`src/rtl/mmc_cmd_framer_pkg.sv`:
```
// rtl/mmc_cmd_framer_pkg.sv - shared state encoding, frame lengths and long-response index list
package mmc_cmd_framer_pkg;

  typedef enum logic [1:0] {
    ST_IDLE      = 2'd0,
    ST_SHIFT     = 2'd1,
    ST_CHECK     = 2'd2,
    ST_SKIP_LONG = 2'd3
  } state_t;

  localparam int CMD_FRAME_BITS = 48;
  localparam int LONG_RESP_BITS = 136;
  localparam int CRC_COVER_BITS = 40;

  localparam int NUM_LONG_IDX = 3;
  localparam logic [5:0] LONG_IDX [NUM_LONG_IDX] = '{6'd2, 6'd9, 6'd10};

  function automatic logic is_long_idx(input logic [5:0] idx);
    logic hit;
    hit = 1'b0;
    for (int i = 0; i < NUM_LONG_IDX; i++) begin
      if (idx == LONG_IDX[i]) hit = 1'b1;
    end
    return hit;
  endfunction

  function automatic logic [7:0] sat_inc8(input logic [7:0] v);
    return (v == 8'hFF) ? v : v + 8'd1;
  endfunction

endpackage

```
`src/rtl/mmc_crc7.sv`:
```
// rtl/mmc_crc7.sv - serial CRC7 (x^7+x^3+1, init 0); clear restarts from zero and may coincide with enable
module mmc_crc7 (
  input  logic       clk,
  input  logic       reset_i,
  input  logic       clear,
  input  logic       enable,
  input  logic       bit_in,
  output logic [6:0] crc
);

  logic [6:0] base;
  logic       fb;

  always_comb begin
    base = clear ? 7'd0 : crc;
    fb   = bit_in ^ base[6];
  end

  always_ff @(posedge clk or posedge reset_i) begin
    if (reset_i) begin
      crc <= 7'd0;
    end else if (enable) begin
      crc <= {base[5:3], base[2] ^ fb, base[1:0], fb};
    end else if (clear) begin
      crc <= 7'd0;
    end
  end

endmodule

```
`src/rtl/mmc_cmd_framer.sv`:
```
// rtl/mmc_cmd_framer.sv - frames 48-bit MMC CMD tokens from sampled mmc_clk/mmc_cmd, skipping 136-bit responses
// CRC7 checking is built only when MMC_CRC_CHECK_EN is defined; otherwise msg_crc_ok reads 1 after each frame.
module mmc_cmd_framer
  import mmc_cmd_framer_pkg::*;
#(
  parameter int SYNC_STAGES = 2,
  parameter int TIMEOUT_CYC = 4096
) (
  input  logic        clk,
  input  logic        reset_i,
  input  logic        mmc_clk,
  input  logic        mmc_cmd,
  output logic [47:0] msg_packet,
  output logic        msg_valid,
  output logic        msg_crc_ok,
  output logic        frame_err
);

  localparam int TW = $clog2(TIMEOUT_CYC + 1);

  logic [SYNC_STAGES-1:0] clk_sync;
  logic [SYNC_STAGES-1:0] cmd_sync;
  logic                   clk_prev;
  logic                   clk_s;
  logic                   cmd_s;
  logic                   mmc_rise;

  state_t      state, state_next;
  logic [7:0]  bit_cnt;
  logic [46:0] shreg;
  logic [TW-1:0] to_cnt;
  logic        long_pending;
  logic        timeout_hit;
  logic        in_frame;
  logic        crc_ok_next;

  // Reset to 1 so a held-high mmc_clk never looks like a fresh rising edge.
  always_ff @(posedge clk or posedge reset_i) begin
    if (reset_i) begin
      clk_sync <= '1;
      cmd_sync <= '1;
      clk_prev <= 1'b1;
    end else begin
      clk_sync <= {clk_sync[SYNC_STAGES-2:0], mmc_clk};
      cmd_sync <= {cmd_sync[SYNC_STAGES-2:0], mmc_cmd};
      clk_prev <= clk_sync[SYNC_STAGES-1];
    end
  end

  assign clk_s    = clk_sync[SYNC_STAGES-1];
  assign cmd_s    = cmd_sync[SYNC_STAGES-1];
  assign mmc_rise = clk_s & ~clk_prev;

  assign in_frame    = (state == ST_SHIFT) || (state == ST_SKIP_LONG);
  assign timeout_hit = in_frame && !mmc_rise && (to_cnt == TW'(TIMEOUT_CYC - 1));

`ifdef MMC_CRC_CHECK_EN
  logic       crc_clear;
  logic       crc_en;
  logic [6:0] crc_val;

  always_comb begin
    crc_clear = (state == ST_IDLE);
    crc_en    = 1'b0;
    if (mmc_rise) begin
      if (state == ST_IDLE)
        crc_en = !cmd_s && !long_pending;
      else if (state == ST_SHIFT)
        crc_en = (bit_cnt < 8'(CRC_COVER_BITS));
    end
  end

  mmc_crc7 u_crc7 (
    .clk     (clk),
    .reset_i (reset_i),
    .clear   (crc_clear),
    .enable  (crc_en),
    .bit_in  (cmd_s),
    .crc     (crc_val)
  );

  // On the bit-48 edge the CRC field [7:1] sits in shreg[6:0].
  assign crc_ok_next = (crc_val == shreg[6:0]);
`else
  assign crc_ok_next = 1'b1;
`endif

  always_ff @(posedge clk or posedge reset_i) begin
    if (reset_i) state <= ST_IDLE;
    else         state <= state_next;
  end

  always_comb begin
    state_next = state;
    case (state)
      ST_IDLE: begin
        if (mmc_rise && !cmd_s)
          state_next = long_pending ? ST_SKIP_LONG : ST_SHIFT;
      end
      ST_SHIFT: begin
        if (timeout_hit)
          state_next = ST_IDLE;
        else if (mmc_rise && bit_cnt == 8'(CMD_FRAME_BITS - 1))
          state_next = ST_CHECK;
      end
      ST_CHECK: state_next = ST_IDLE;
      ST_SKIP_LONG: begin
        if (timeout_hit)
          state_next = ST_IDLE;
        else if (mmc_rise && bit_cnt == 8'(LONG_RESP_BITS - 1))
          state_next = ST_IDLE;
      end
      default: state_next = ST_IDLE;
    endcase
  end

  always_comb begin
    msg_valid = 1'b0;
    frame_err = timeout_hit;
    if (state == ST_CHECK) begin
      msg_valid = msg_packet[0];
      frame_err = ~msg_packet[0];
    end
  end

  always_ff @(posedge clk or posedge reset_i) begin
    if (reset_i) begin
      bit_cnt      <= 8'd0;
      shreg        <= '0;
      to_cnt       <= '0;
      msg_packet   <= '0;
      msg_crc_ok   <= 1'b0;
      long_pending <= 1'b0;
    end else begin
      if (mmc_rise || !in_frame)
        to_cnt <= '0;
      else if (to_cnt != TW'(TIMEOUT_CYC))
        to_cnt <= to_cnt + TW'(1);

      case (state)
        ST_IDLE: begin
          if (mmc_rise && !cmd_s) begin
            bit_cnt <= 8'd1;
            shreg   <= '0;
          end
        end
        ST_SHIFT: begin
          if (mmc_rise) begin
            shreg   <= {shreg[45:0], cmd_s};
            bit_cnt <= sat_inc8(bit_cnt);
            if (bit_cnt == 8'(CMD_FRAME_BITS - 1)) begin
              msg_packet <= {shreg, cmd_s};
              msg_crc_ok <= crc_ok_next;
            end
          end
        end
        ST_CHECK: begin
          if (msg_packet[0] && msg_packet[46] && is_long_idx(msg_packet[45:40]))
            long_pending <= 1'b1;
        end
        ST_SKIP_LONG: begin
          if (mmc_rise) begin
            bit_cnt <= sat_inc8(bit_cnt);
            if (bit_cnt == 8'(LONG_RESP_BITS - 1))
              long_pending <= 1'b0;
          end
        end
        default: ;
      endcase

      if (timeout_hit)
        long_pending <= 1'b0;
    end
  end

endmodule

```
`config.mk`:
```
export PLATFORM = sky130hd
export DESIGN_NAME = mmc_cmd_framer
export DESIGN_NICKNAME = d
export VERILOG_FILES = /design/src/rtl/mmc_cmd_framer_pkg.sv /design/src/rtl/mmc_crc7.sv /design/src/rtl/mmc_cmd_framer.sv
export SDC_FILE = /design/constraint.sdc
export NUM_CORES = 1
export LEC_CHECK = 0
export CAP_MARGIN = 20
export CORE_ASPECT_RATIO = 2
export CORE_MARGIN = 2
export CORE_UTILIZATION = 50
export DETAILED_ROUTE_END_ITERATION = 10
export PLACE_DENSITY = 0.72
export SLEW_MARGIN = 15
export SYNTH_ARGS = -nofsm -noshare
export SYNTH_HDL_FRONTEND = slang
export SYNTH_SLANG_ARGS = --single-unit
```
`constraint.sdc`:
```
create_clock -name clk -period 5.1 [get_ports clk]
set_input_delay 0.51 -clock clk [delete_from_list [all_inputs] [get_ports clk]]
set_output_delay 0.51 -clock clk [all_outputs]
set_load 0.02 [all_outputs]
```
Yosys cells after proc, flatten, opt, wreduce, memory -nomap -nowiden
Index checks and enable logic that the tools add are counted.
{"block": "op_classes", "bitwise_logic": 3, "eq_ne": 20, "n_mux": 27, "addsub": 2, "reduce_logical": 23}
{"op": "47-bit 2-to-1 mux", "n": 2}
{"op": "47-bit case mux with 2 select lines", "n": 1}
{"op": "13-bit 2-to-1 mux", "n": 2}
{"op": "8-bit 2-to-1 mux", "n": 3}
{"op": "8-bit == test, second input constant", "n": 2}
{"op": "8-bit case mux with 2 select lines", "n": 1}
{"op": "13-bit by 1-bit adder with 13-bit output, second input constant", "n": 1}
{"op": "13-bit by 12-bit == test with 1-bit output, second input constant", "n": 1}
{"op": "13-bit inequality test, second input constant", "n": 1}
{"op": "6-bit by 4-bit == test with 1-bit output, second input constant", "n": 2}
{"op": "2-bit 2-to-1 mux", "n": 6}
{"op": "3-bit by 2-bit inequality test with 1-bit output, second input constant", "n": 4}
{"op": "1-bit 2-to-1 mux", "n": 10}
{"op": "3-bit AND reduction", "n": 3}
{"op": "8-bit by 1-bit adder with 8-bit output, second input constant", "n": 1}
{"op": "8-bit by 6-bit == test with 1-bit output, second input constant", "n": 1}
{"op": "2-bit case mux with 4 select lines", "n": 1}
{"op": "4-bit AND reduction", "n": 2}
{"op": "1-bit logical AND", "n": 7}
{"op": "6-bit by 2-bit == test with 1-bit output, second input constant", "n": 1}
{"op": "2-bit inequality test, second input constant", "n": 3}
{"op": "2-bit nonzero test", "n": 3}
{"op": "2-bit == test, second input constant", "n": 2}
{"op": "1-bit zero test", "n": 3}
{"op": "10 further kinds", "n": 12}
{"block": "word_totals", "output_inout_bits": 51, "ff_bits": 125, "wordCells": 85}

Depth between registers and ports, before layout
{"block": "logic_depth", "ltp_word": 9, "depth_mapped": 7, "depth_no_buf": 6}

Worst setup path before layout
Ideal clock, no wire load.
{"block": "synth_timing", "kind": "register -> output", "startpoint": "register to_cnt[0]", "endpoint": "output port frame_err", "arrival_time_ps": 1586, "stages_incl_launch_ff": 5, "slack_ps": 3004, "required_ps": 4590, "path_cell_list": "dfrtp_1 > ha_1 > and4_1 > nand3_1 > o31ai_1"}
{"block": "synth_via", "elab_chain_cells": 3}
{"element": "start, declared", "line": "mmc_cmd_framer.sv:31", "text": "logic [TW-1:0] to_cnt;"}
{"element": "start signal, assigned", "line": "mmc_cmd_framer.sv:138", "text": "to_cnt <= to_cnt + TW'(1);"}
{"element": "13-bit by 12-bit == test with 1-bit output", "line": "mmc_cmd_framer.sv:55", "text": "assign timeout_hit = in_frame && !mmc_rise && (to_cnt == TW'(TIMEOUT_CYC - 1));"}
{"element": "1-bit logical AND", "line": "mmc_cmd_framer.sv:55"}
{"element": "1-bit 2-to-1 mux", "line": "mmc_cmd_framer.sv:120", "text": "if (state == ST_CHECK) begin"}
{"element": "end, declared", "line": "mmc_cmd_framer.sv:16", "text": "output logic frame_err"}
Every way passes these cells.

Worst setup path in the final report
{"block": "layout_timing", "startpoint": "register clk_prev", "endpoint": "output port frame_err"}
{"block": "layout_via", "elab_chain_cells": 6}
{"element": "start, declared", "line": "mmc_cmd_framer.sv:23", "text": "logic clk_prev;"}
{"element": "start signal, assigned", "line": "mmc_cmd_framer.sv:46", "text": "clk_prev <= clk_sync[SYNC_STAGES-1];"}
{"element": "1-bit inverter", "line": "mmc_cmd_framer.sv:52", "text": "assign mmc_rise = clk_s & ~clk_prev;"}
{"element": "1-bit bitwise AND", "line": "mmc_cmd_framer.sv:52"}
{"element": "1-bit zero test", "line": "mmc_cmd_framer.sv:55"}
{"element": "1-bit logical AND (2 in series)", "line": "mmc_cmd_framer.sv:55"}
{"element": "1-bit 2-to-1 mux", "line": "mmc_cmd_framer.sv:120"}
Every way passes these cells.

==> impl_results.md <==
* First-pass detailed-route iteration total at 5
* First-pass GRT wire length at between 15000 and 20000 um
* Number of synthesized flops with an enable pin at 0
* Cell Area, Placed at approximately 5800 um^2
* Internal power at slightly below 2 mW
* Final Total Pwr at 2.572 mW
* CTS tree: done
* Clock-pin slew on the worst setup and hold paths at around 0.050 ns
* Commonest non-fill, non-tap cell in the layout: dfrtp_1
* Post-Synthesis Net Count at 470
* Placement Setup Slack at 2.366 ns
* Clock sinks at roughly 130
* Core Rows at between 50 and 60
* Setup TNS Final at 0 ns
* CTS Root Cell: clkbuf_16
* Final hold violations at 0
* Nets at 523
* Final core utilization at around 64%
* Final WS setup at about 1.9 ns
* Total Wirelength at around 11000 um
* Mapped Avg Cell Area at 11.22 um^2
* Worst slew pin tran at 1.033 ns
* Clock skew at slightly above 0.007 ns
* Layout cell share with drive strength beyond 1 at between 10% and 20%
* Hold_buf cts at 0
* Die height at roughly 150 um
* Endpoint class of the critical path: output pin
* Initial antenna violation count at 0
* Ys async rst share at 100.0%
* Clock Power Share at just under 50%
* Overflow after GRT at 0
* GPL Wtd Cong at between 0.7 and 0.8
* Cell variety after synth at between 40 and 50
* Sequential Power Share at around 43%
* Non-Filler Instances at roughly 660
* Final cycle utilization of the critical path at approximately 62%
* Mux cell area share after synthesis at a little under an eighth
* Mapped Area at approximately 5200 um^2
* Synth Area in Compound Gates at under 10%
* Number of global-route vias before repair at ~3700
* Sequential area share after synthesis at roughly three fifths
* Drt wl/cell at 15.90 um
* Min Hold Slack at ~0.35 ns
* Worst-Skew Late Latency at about 0.4 ns
* Setup Buffers After CTS at 0
* Simple-gate portion of the synthesized area at 19.95%
* Max IR drop VDD at 0.0004018 V
* Maximum clock frequency at roughly 0.31 GHz
* Fillers at roughly 800
* Largest family of logic cells by synthesized area: simple AND/OR/NAND/NOR gates
* Initial Util at a little over 50%
* Crit path time final at around 3.2 ns
* Relative slew slack at 30.51%
* Critical Path AT at around 2.7 ns
* Post_cts resized at 0
* Critical Path Fanout Max at 16
* Global-route usage over all layers at between 10% and 20%
* Pins Over Slew Limit at 0
* Maxcap violations at 0
* Post-Synth Adder-Cell Area at 0.7227%
* Unrepaired setup endpoints after global routing: false
* Power density cells at ~400 nW/um^2
* NetSw at ~590 uW
* Via count at 3645
* Die area at between 10000 and 15000 um^2
* Most frequent cells in the layout: dfrtp_1, nand2_1, nand3_1
* Req. time, crit path at around 4.6 ns
* N_diodes at 0
* Die Wd at roughly 76 um
* Inst Count DP at roughly 630
* Core area at around 10000 um^2
* DRT antenna net count at 0
* Worst setup path category: reg2out
* Initial DRC count at 265
* Ys flop type: dfrtp_1
* Layout Area Growth over Synthesis at 24.74%
* H-tree levels at 4
* Io pins at between 50 and 60
* Hold Crit Class: reg2reg
* Clock Path Buffers at 2
* Sw frac at between 20 and 25%
* Synth warn at 0
* Status: finished, final reports clean
* Buffers on Ports at between 50 and 60
* Num CTS Buffers at 17
* DRC at 0
* Crit start category: flop
* DP Wirelength at 6578 um
* Largest net degree at the start of global routing at 93
* Vias per cell at 5.489
* FF+latch count, synth at ~130
* Post-layout instance area at 6479 um^2
* Logic pwr share at 7.4%
* Final number of setup-violating endpoints at 0
* Post-Synth XOR/XNOR Area at ~1.5%
* Pleak at 3.190 nW
* Number of cells produced by synthesis at roughly 460
## area by class of cell
class / instances / area [um^2] / area share [%]
sequential: 125 / 3134 / 48.38
clock buffer: 26 / 499.2 / 7.706
timing repair buffer: 58 / 570.5 / 8.806
multi-input combinational: 308 / 1948 / 30.07
tap: 135 / 168.9 / 2.607
clock inverter: 6 / 130.1 / 2.009
inverter: 6 / 27.53 / 0.4249
## worst paths after layout
kind / startpoint / endpoint / slack, ns / cells after the start
worst max-delay path: clk_prev / frame_err / 1.92 / 4
worst min-delay path: clk_sync[0] / clk_sync[1] / 0.35 / 0
worst max register to register: state[0] / msg_packet[7] / 2.58 / 5
worst min register to register: clk_sync[0] / clk_sync[1] / 0.35 / 0
max in group asynchronous: reset_i / shreg[13] / 3.49 / 3
min in group asynchronous: reset_i / shreg[22] / 0.62 / 2
## registers in the layout (all words and copies together) (netlist names)
| register | cells |
|---|---|
| msg_crc_ok | 1 |
| shreg | 47 |
| msg_packet | 48 |
| clk_sync | 2 |
| state | 2 |
| clk_prev | 1 |
| long_pending | 1 |
| bit_cnt | 8 |
| cmd_sync | 2 |
| to_cnt | 13 |
## Yosys cell counts (5+ instances only)
cell type	n	area share, %
o21ai_0	9	0.87
buf_2	5	0.48
xor2_1	8	1.3
inv_1	6	0.43
mux2_2	40	8.7
dfrtp_1	120	58
or3_1	6	0.72
nand2_1	106	7.7
mux2_4	9	2.6
nand3_1	58	5.6
nand4_1	5	0.60
clkbuf_1	17	1.2
nor2_1	13	0.94
a21oi_1	8	0.77
dfstp_2	5	2.5
## critical path: stages (launching register included)
cell and delay [ns]:
dfstp_2 0.52, nand2b_1 0.34, nand2_1 0.41, o31ai_1 0.34, clkdlybuf4s50_1 0.65
## logic make-up after synthesis
logic type               count (synthesis)
adder cells (fa/ha/maj)                  3
multiplexers                            50
AO/OA/AOI/OAI                           28
flip-flops                             125
AND/OR/NAND/NOR                        218
XOR/XNOR                                 9
buffers and inverters                   30
## power by group through the flow
| stage | Clock (mW) | Combinational (mW) | Sequential, mW |
|---|---|---|---|
| final | 1.27 | 0.190 | 1.11 |
| after global placement | 0 | 0.182 | 1.12 |
| after CTS | 1.30 | 0.192 | 1.11 |
| after floorplan | 0 | 0.150 | 1.10 |
| after global routing | 1.34 | 0.219 | 1.12 |
| after detailed placement | 0 | 0.192 | 1.12 |
## routing by layer
metal | vias up | wire length (um) | track usage [%]
met2 | 88 | 5870 | 34.82
met1 | 1839 | 4069 | 23.15
li1 | 1700 | - | -
met4 | 0 | 197 | 8.273
met5 | - | 0 | 0
met3 | 18 | 420 | 5.340
Note: power is estimated with default switching activity, not from simulation.
